===== src/rtl/udp_pkg.sv =====
// Shared types and header byte ordering for the UDP header insert stage.
package udp_pkg;
  typedef enum logic [1:0] {IDLE, HDR, DATA, BYP} state_t;

  localparam int UDP_HDR_BYTES = 8;

  // Wire order: SrcPort, DestPort, Length, Checksum, each high byte first.
  function automatic logic [7:0] hdr_byte(input logic [2:0] idx, input logic [15:0] src,
                                          input logic [15:0] dst, input logic [15:0] len,
                                          input logic [15:0] csum);
    case (idx)
      3'd0:    hdr_byte = src[15:8];
      3'd1:    hdr_byte = src[7:0];
      3'd2:    hdr_byte = dst[15:8];
      3'd3:    hdr_byte = dst[7:0];
      3'd4:    hdr_byte = len[15:8];
      3'd5:    hdr_byte = len[7:0];
      3'd6:    hdr_byte = csum[15:8];
      default: hdr_byte = csum[7:0];
    endcase
  endfunction
endpackage


===== src/rtl/udp_header_insert_if.sv =====
// AXI-Stream bundle of configurable byte width.
interface udp_header_insert_if #(parameter int DATA_BYTES = 1);
  logic [8*DATA_BYTES-1:0] tdata;
  logic [DATA_BYTES-1:0]   tkeep;
  logic                    tlast;
  logic                    tuser;
  logic                    tvalid;
  logic                    tready;

  modport master (output tdata, tkeep, tlast, tuser, tvalid, input tready);
  modport slave  (input tdata, tkeep, tlast, tuser, tvalid, output tready);
endinterface


===== src/rtl/udp_header_insert_axis_out_reg.sv =====
// Registered AXI-Stream output slice; loads whenever the slot is empty or draining.
module axis_out_reg #(parameter int DATA_BYTES = 1) (
    input  logic                    clk,
    input  logic                    rst,
    input  logic                    in_valid,
    input  logic [8*DATA_BYTES-1:0] in_data,
    input  logic [DATA_BYTES-1:0]   in_keep,
    input  logic                    in_last,
    input  logic                    in_user,
    output logic                    load,
    udp_header_insert_if.master     m
);
    assign load = !m.tvalid || m.tready;

    always_ff @(posedge clk) begin
        if (rst) begin
            m.tvalid <= 1'b0;
            m.tdata  <= '0;
            m.tkeep  <= '0;
            m.tlast  <= 1'b0;
            m.tuser  <= 1'b0;
        end else if (load) begin
            m.tvalid <= in_valid;
            m.tdata  <= in_data;
            m.tkeep  <= in_keep;
            m.tlast  <= in_last;
            m.tuser  <= in_user;
        end
    end
endmodule


===== src/rtl/udp_header_insert.sv =====
// Prepends the 8-byte UDP header to a payload stream, or bypasses it per packet.
// Optional UDP_LEN_CHECK_EN adds a payload length check reported on len_err.
module udp_header_insert
    import udp_pkg::*;
#(
    parameter int DATA_BYTES = 1
) (
    input  logic                s_axis_aclk,
    input  logic                s_axis_areset,
    input  logic                udp_enable,
    input  logic [15:0]         UDP_SrcPort,
    input  logic [15:0]         UDP_DestPort,
    input  logic [15:0]         UDP_TotLen,
    input  logic [15:0]         UDP_CheckSum,
`ifdef UDP_LEN_CHECK_EN
    output logic                len_err,
`endif
    udp_header_insert_if.slave  s_axis,
    udp_header_insert_if.master m_axis
);
    localparam int HDR_BEATS = UDP_HDR_BYTES / DATA_BYTES;

    state_t state_q, state_d;
    logic [3:0]  hdr_cnt, cnt_d;
    logic [15:0] src_q, dst_q, len_q, csum_q;
    logic        latch, load, s_rdy;

    logic                    in_valid, in_last, in_user;
    logic [8*DATA_BYTES-1:0] in_data, hdr_data;
    logic [DATA_BYTES-1:0]   in_keep;

    always_comb begin
        hdr_data = '0;
        for (int i = 0; i < DATA_BYTES; i++)
            hdr_data[8*i +: 8] = hdr_byte(3'(int'(hdr_cnt) * DATA_BYTES + i),
                                          src_q, dst_q, len_q, csum_q);
    end

    always_ff @(posedge s_axis_aclk) begin
        if (s_axis_areset) begin
            state_q <= IDLE;
            hdr_cnt <= '0;
            src_q   <= '0;
            dst_q   <= '0;
            len_q   <= '0;
            csum_q  <= '0;
        end else begin
            state_q <= state_d;
            hdr_cnt <= cnt_d;
            if (latch) begin
                src_q  <= UDP_SrcPort;
                dst_q  <= UDP_DestPort;
                len_q  <= UDP_TotLen;
                csum_q <= UDP_CheckSum;
            end
        end
    end

    always_comb begin
        state_d  = state_q;
        cnt_d    = hdr_cnt;
        latch    = 1'b0;
        s_rdy    = 1'b0;
        in_valid = 1'b0;
        in_data  = hdr_data;
        in_keep  = '1;
        in_last  = 1'b0;
        in_user  = 1'b0;
        case (state_q)
            IDLE: if (s_axis.tvalid) begin
                latch   = 1'b1;
                state_d = udp_enable ? HDR : BYP;
            end
            HDR: if (load) begin
                in_valid = 1'b1;
                in_user  = (hdr_cnt == 4'd0);
                if (hdr_cnt == 4'(HDR_BEATS - 1)) begin
                    cnt_d   = '0;
                    state_d = DATA;
                end else begin
                    cnt_d = hdr_cnt + 4'd1;
                end
            end
            DATA, BYP: begin
                s_rdy    = load;
                in_valid = s_axis.tvalid && load;
                in_data  = s_axis.tdata;
                in_keep  = s_axis.tkeep;
                in_last  = s_axis.tlast;
                in_user  = (state_q == BYP) && s_axis.tuser;
                if (in_valid && s_axis.tlast) state_d = IDLE;
            end
            default: state_d = IDLE;
        endcase
    end

    assign s_axis.tready = s_rdy && !s_axis_areset;

    axis_out_reg #(.DATA_BYTES(DATA_BYTES)) u_out (
        .clk      (s_axis_aclk),
        .rst      (s_axis_areset),
        .in_valid (in_valid),
        .in_data  (in_data),
        .in_keep  (in_keep),
        .in_last  (in_last),
        .in_user  (in_user),
        .load     (load),
        .m        (m_axis)
    );

`ifdef UDP_LEN_CHECK_EN
    logic [15:0] byte_cnt, cnt_next;
    logic [16:0] cnt_sum;
    logic        acc;

    assign acc = in_valid && (state_q == DATA || state_q == BYP);

    always_comb begin
        cnt_sum = {1'b0, byte_cnt};
        for (int i = 0; i < DATA_BYTES; i++) cnt_sum = cnt_sum + 17'(s_axis.tkeep[i]);
        cnt_next = cnt_sum[16] ? 16'hFFFF : cnt_sum[15:0];
    end

    // The check includes the tlast beat itself, so the pulse lines up with m_axis.tlast.
    always_ff @(posedge s_axis_aclk) begin
        if (s_axis_areset || state_q == IDLE) byte_cnt <= '0;
        else if (acc)                         byte_cnt <= cnt_next;
        if (s_axis_areset) len_err <= 1'b0;
        else len_err <= acc && s_axis.tlast && (state_q == DATA) &&
                        (({1'b0, cnt_next} + 17'd8) != {1'b0, len_q});
    end
`endif
endmodule


===== src/flat_wrapper.sv =====
// flat-port wrapper written by rule: the top's interface ports become plain ports
module udp_header_insert_flat import udp_pkg::*;
#(
    parameter int DATA_BYTES = 1
)
  (s_axis_aclk, s_axis_areset, udp_enable, UDP_SrcPort, UDP_DestPort, UDP_TotLen, UDP_CheckSum, s_axis_tdata, s_axis_tkeep, s_axis_tlast, s_axis_tuser, s_axis_tvalid, s_axis_tready, m_axis_tdata, m_axis_tkeep, m_axis_tlast, m_axis_tuser, m_axis_tvalid, m_axis_tready);
  udp_header_insert_if #(.DATA_BYTES(DATA_BYTES)) s_axis_i ();
  udp_header_insert_if #(.DATA_BYTES(DATA_BYTES)) m_axis_i ();
  input  logic s_axis_aclk;
  input  logic s_axis_areset;
  input  logic udp_enable;
  input  logic [15:0] UDP_SrcPort;
  input  logic [15:0] UDP_DestPort;
  input  logic [15:0] UDP_TotLen;
  input  logic [15:0] UDP_CheckSum;
  input wire logic [$bits(s_axis_i.tdata)-1:0] s_axis_tdata;
  input wire logic [$bits(s_axis_i.tkeep)-1:0] s_axis_tkeep;
  input wire logic [$bits(s_axis_i.tlast)-1:0] s_axis_tlast;
  input wire logic [$bits(s_axis_i.tuser)-1:0] s_axis_tuser;
  input wire logic [$bits(s_axis_i.tvalid)-1:0] s_axis_tvalid;
  output wire logic [$bits(s_axis_i.tready)-1:0] s_axis_tready;
  output wire logic [$bits(m_axis_i.tdata)-1:0] m_axis_tdata;
  output wire logic [$bits(m_axis_i.tkeep)-1:0] m_axis_tkeep;
  output wire logic [$bits(m_axis_i.tlast)-1:0] m_axis_tlast;
  output wire logic [$bits(m_axis_i.tuser)-1:0] m_axis_tuser;
  output wire logic [$bits(m_axis_i.tvalid)-1:0] m_axis_tvalid;
  input wire logic [$bits(m_axis_i.tready)-1:0] m_axis_tready;
  assign s_axis_i.tdata = s_axis_tdata;
  assign s_axis_i.tkeep = s_axis_tkeep;
  assign s_axis_i.tlast = s_axis_tlast;
  assign s_axis_i.tuser = s_axis_tuser;
  assign s_axis_i.tvalid = s_axis_tvalid;
  assign s_axis_tready = s_axis_i.tready;
  assign m_axis_tdata = m_axis_i.tdata;
  assign m_axis_tkeep = m_axis_i.tkeep;
  assign m_axis_tlast = m_axis_i.tlast;
  assign m_axis_tuser = m_axis_i.tuser;
  assign m_axis_tvalid = m_axis_i.tvalid;
  assign m_axis_i.tready = m_axis_tready;
  udp_header_insert #(.DATA_BYTES(DATA_BYTES)) u_core (.s_axis_aclk(s_axis_aclk), .s_axis_areset(s_axis_areset), .udp_enable(udp_enable), .UDP_SrcPort(UDP_SrcPort), .UDP_DestPort(UDP_DestPort), .UDP_TotLen(UDP_TotLen), .UDP_CheckSum(UDP_CheckSum), .s_axis(s_axis_i), .m_axis(m_axis_i));
endmodule

===== config.mk =====
export PLATFORM = sky130hd
export DESIGN_NAME = udp_header_insert_flat
export DESIGN_NICKNAME = d
export VERILOG_FILES = /design/src/rtl/udp_pkg.sv /design/src/rtl/udp_header_insert_if.sv /design/src/rtl/udp_header_insert_axis_out_reg.sv /design/src/rtl/udp_header_insert.sv /design/src/flat_wrapper.sv
export SDC_FILE = /design/constraint.sdc
export NUM_CORES = 1
export LEC_CHECK = 0
export BUFFER_PORTS_ARGS = -buffer_cell sky130_fd_sc_hd__buf_2
export CORE_ASPECT_RATIO = 1.2
export CORE_UTILIZATION = 25
export DETAILED_ROUTE_END_ITERATION = 8
export PLACE_DENSITY = 0.42
export SYNTH_ARGS = -nofsm -noshare
export SYNTH_HDL_FRONTEND = slang
export SYNTH_HIERARCHICAL = 1
export SYNTH_SLANG_ARGS = --single-unit
export TNS_END_PERCENT = 20

===== constraint.sdc =====
create_clock -name s_axis_aclk -period 4.3 [get_ports s_axis_aclk]
set_input_delay 0.43 -clock s_axis_aclk [delete_from_list [all_inputs] [get_ports s_axis_aclk]]
set_output_delay 0.43 -clock s_axis_aclk [all_outputs]
set_load 0.005 [all_outputs]

==> impl_metrics.csv <==
group,metric,value,unit
status,status,"complete, no violations",
power_and_ir_drop,p_per_area,461.7,nW/µm²
setup_path,critPathRequiredTime,4520,ps
finish,fin_area,4618,µm²
placement,place_congestion,0.8113,
yosys,synthesis.nets,550,
detailed_routing,wl,11070,µm
timing,rsz0062_at_grt,"false",
yosys,synth_edf_count,0,
setup_path,worstSetupStartpointType,"register",
clock_tree,clk_path_buf_depth,2,
yosys,ys_warn_count,6,
clock_tree,cts-root-buf,"clkbuf_16",
yosys,syn-instance-count,465,
timing,clock.fmax,0.3376,GHz
timing,setup_viol,0,
power_and_ir_drop,leakage,1.838,nW
floorplanning,die_w,113.4,µm
placement,place_area,4242,µm²
yosys,synth_top_area_share,44.13,%
clock_tree,worstSkewPairLatency,350,ps
global_routing,grt_util_met3,2.953,%
placement,hpwl,7884,µm
yosys,synthesis.area,3720,µm²
clock_tree,cts_tree,"done",
finish,multi_input_area,1859,µm²
global_routing,antenna_found_initial,0,
clock_tree,cts.sinks,82,
floorplanning,core,14470,µm²
detailed_routing,via_count,3305,
timing,finalCritPeriodShare,68.88,%
finish,nets,617,
detailed_routing,vias_per_cell,4.484,
global_routing,grt.overflow.total,0,
setup_path,cp-end-kind,"register",
finish,syn_to_final_growth,24.15,%
yosys,synth_top_area_cell,"dfxtp_1",
timing,setup-tns-final,0,ps
finish,regArea,1642,µm²
global_routing,met1_usage,20.12,%
finish,antennaDiodeCount,0,
global_routing,grt_pass1_wl,17180,µm
setup_path,path_cells,"inv_1 > ha_1 > or4_1 > nor2_1 > a211oi_1 > a21o_1 > nand2b_1 > o21ai_1",
yosys,ys_seq_area_share,44.13,%
setup_path,crit_slowest_cell,"dfxtp_1",
timing,period_minus_slack,2962,ps
timing,hold_viol,0,
floorplanning,die_area,15370,µm²
floorplanning,ios,93,
global_routing,track_usage,14.74,%
yosys,synth_cell_types,38,
detailed_routing,dr.pass1.iters,4,
setup_path,critPathMaxFanout,29,
timing,worstMarginPinSlew,1230,ps
floorplanning,fp-row-count,48,
yosys,ys_ff_latch,82,
placement,io_buffer_count,92,
clock_tree,cts_max_level,3,
clock_tree,cts.repair.resized,0,
hold_path,hold_class,"in -> reg",
yosys,async_flop_share,0,%
finish,drive_gt1_share,23.65,%
detailed_routing,final_antenna_net_count,0,
clock_tree,post-cts-setup-buffer-count,0,
floorplanning,start_util,25.70,%
detailed_routing,dr.first_iter.drc_count,189,
finish,nFillCells,1588,
detailed_routing,drc,0,
run,cap_violations,0,
yosys,ys.flop_type,"dfxtp_1",
clock_tree,cts_buffers,9,
timing,slew_headroom,17.71,%
power_and_ir_drop,ir_drop,152.4,µV
finish,most-common-layout-cells,"nand2_1, buf_2, dfxtp_1",
global_routing,grt_use_met2,22.29,%
timing,fin_skew,8.761,ps
setup_path,worstSetupPathType,"reg -> reg",
timing,final-max-slew-violation-count,0,
clock_tree,path_clk_slew,70,ps
setup_path,r2r_setup_slack,1340,ps
yosys,synth.area.top_cells,"dfxtp_1, nand2_1, a21oi_1, mux2_2, nand4bb_1",
clock_tree,ctsHoldBuffers,0,
yosys,synth.avg_cell_area,8.000,µm²
setup_path,crit_arrival,3190,ps
global_routing,grt_max_degree,65,
finish,mostFrequentLayoutCell,"nand2_1",
global_routing,busiest_layer,"met2",
global_routing,grt_pass1_vias,3173,
floorplanning,die_h,135.6,µm
setup_path,worst_path_largest_cell_delay,1050,ps
detailed_routing,wire_per_inst,15.02,µm
[cells by family (layout without fill, tap and decap cells)]
family                     Yosys count  in the layout  share of synthesized area, %
DFF                                 82             82                         44.13
adders and majority gates            5              5                         1.682
AOI/OAI and AO/OA                  126            126                         19.88
and+or+nand+nor                    197            197                         24.72
muxes                               12             12                         3.599
buffers and inverters               43            115                         5.987
[where the power goes]
part | switching, mW | internal [mW]
clock network | 0.312 | 0.644
registers | 0.0504 | 0.822
logic | 0.177 | 0.127
[cell type report]
| class | instances | share of cell area, % |
|---|---|---|
| clock buffer | 10 | 5.175 |
| tap | 200 | 5.419 |
| clock inverter | 6 | 2.980 |
| multi-input combinational | 340 | 40.26 |
| sequential | 82 | 35.55 |
| timing repair buffer | 93 | 10.13 |
| inverter | 6 | 0.4877 |
[worst max-delay path: cells and delay by family (launching register included)]
family	cells	cell delay, ps
AOI/OAI and AO/OA	3	320
adders and majority gates	1	390
buffers and inverters	1	160
DFF	1	1050
and+or+nand+nor	3	920
[per-layer routing]
metal,vias to the layer above,routed length (µm)
li1,1732,-
met1,1467,5455
met2,90,4859
met3,16,512
met4,0,241
met5,-,0
[flip-flops by register name, indices dropped and copies added, names as in the netlist]
signal,cells
u_core/u_out/m.tkeep,1
u_core/len_q,16
u_core/u_out/m.tlast,1
u_core/u_out/m.tuser,1
u_core/u_out/m.tdata,8
u_core/state_q,2
u_core/hdr_cnt,4
u_core/u_out/m.tvalid,1
u_core/src_q,16
u_core/csum_q,16
u_core/dst_q,16
[synthesized netlist by cell type (4+ instances only)]
| library cell | instances |
|---|---|
| ha_1 | 5 |
| buf_4 | 6 |
| a21oi_1 | 76 |
| dfxtp_1 | 82 |
| a22oi_1 | 7 |
| clkbuf_1 | 14 |
| nor2_1 | 13 |
| o21ai_1 | 11 |
| buf_2 | 13 |
| nand3_1 | 4 |
| o21ai_0 | 5 |
| nand4bb_1 | 11 |
| a221oi_1 | 8 |
| nand2_1 | 142 |
| mux2_2 | 11 |
| inv_1 | 5 |
| nand2b_1 | 14 |
[metrics by stage]
| step | util, % | worst slack (ps) | power (mW) | std cells | hold WS (ps) |
|---|---|---|---|---|---|
| 6_report | 31.91 | 1338 | 2.132 | 737 | 315.8 |
| 3_5_place_dp | 29.30 | 1337 | 1.197 | 721 | 446.6 |
| 4_1_cts | 31.91 | 1340 | 2.162 | 737 | 306.8 |
| 2_1_floorplan | - | 1978 | 1.087 | 465 | 432.9 |
| 5_1_grt | 31.91 | 1105 | 2.232 | 737 | 312.5 |
| 3_3_place_gp | 29.30 | 1459 | 1.193 | 721 | 445.5 |
[worst paths after layout]
check | startpoint | to | cells after the start
hold reg to reg | u_core/csum_q[12] | u_core/csum_q[12] | 2
setup reg to reg | u_core/hdr_cnt[2] | u_core/u_out/m.tdata[0] | 8
hold / removal | UDP_SrcPort[3] | u_core/src_q[3] | 3
setup / recovery | u_core/hdr_cnt[2] | u_core/u_out/m.tdata[0] | 8
No activity file was read; power rests on OpenSTA's default activity.
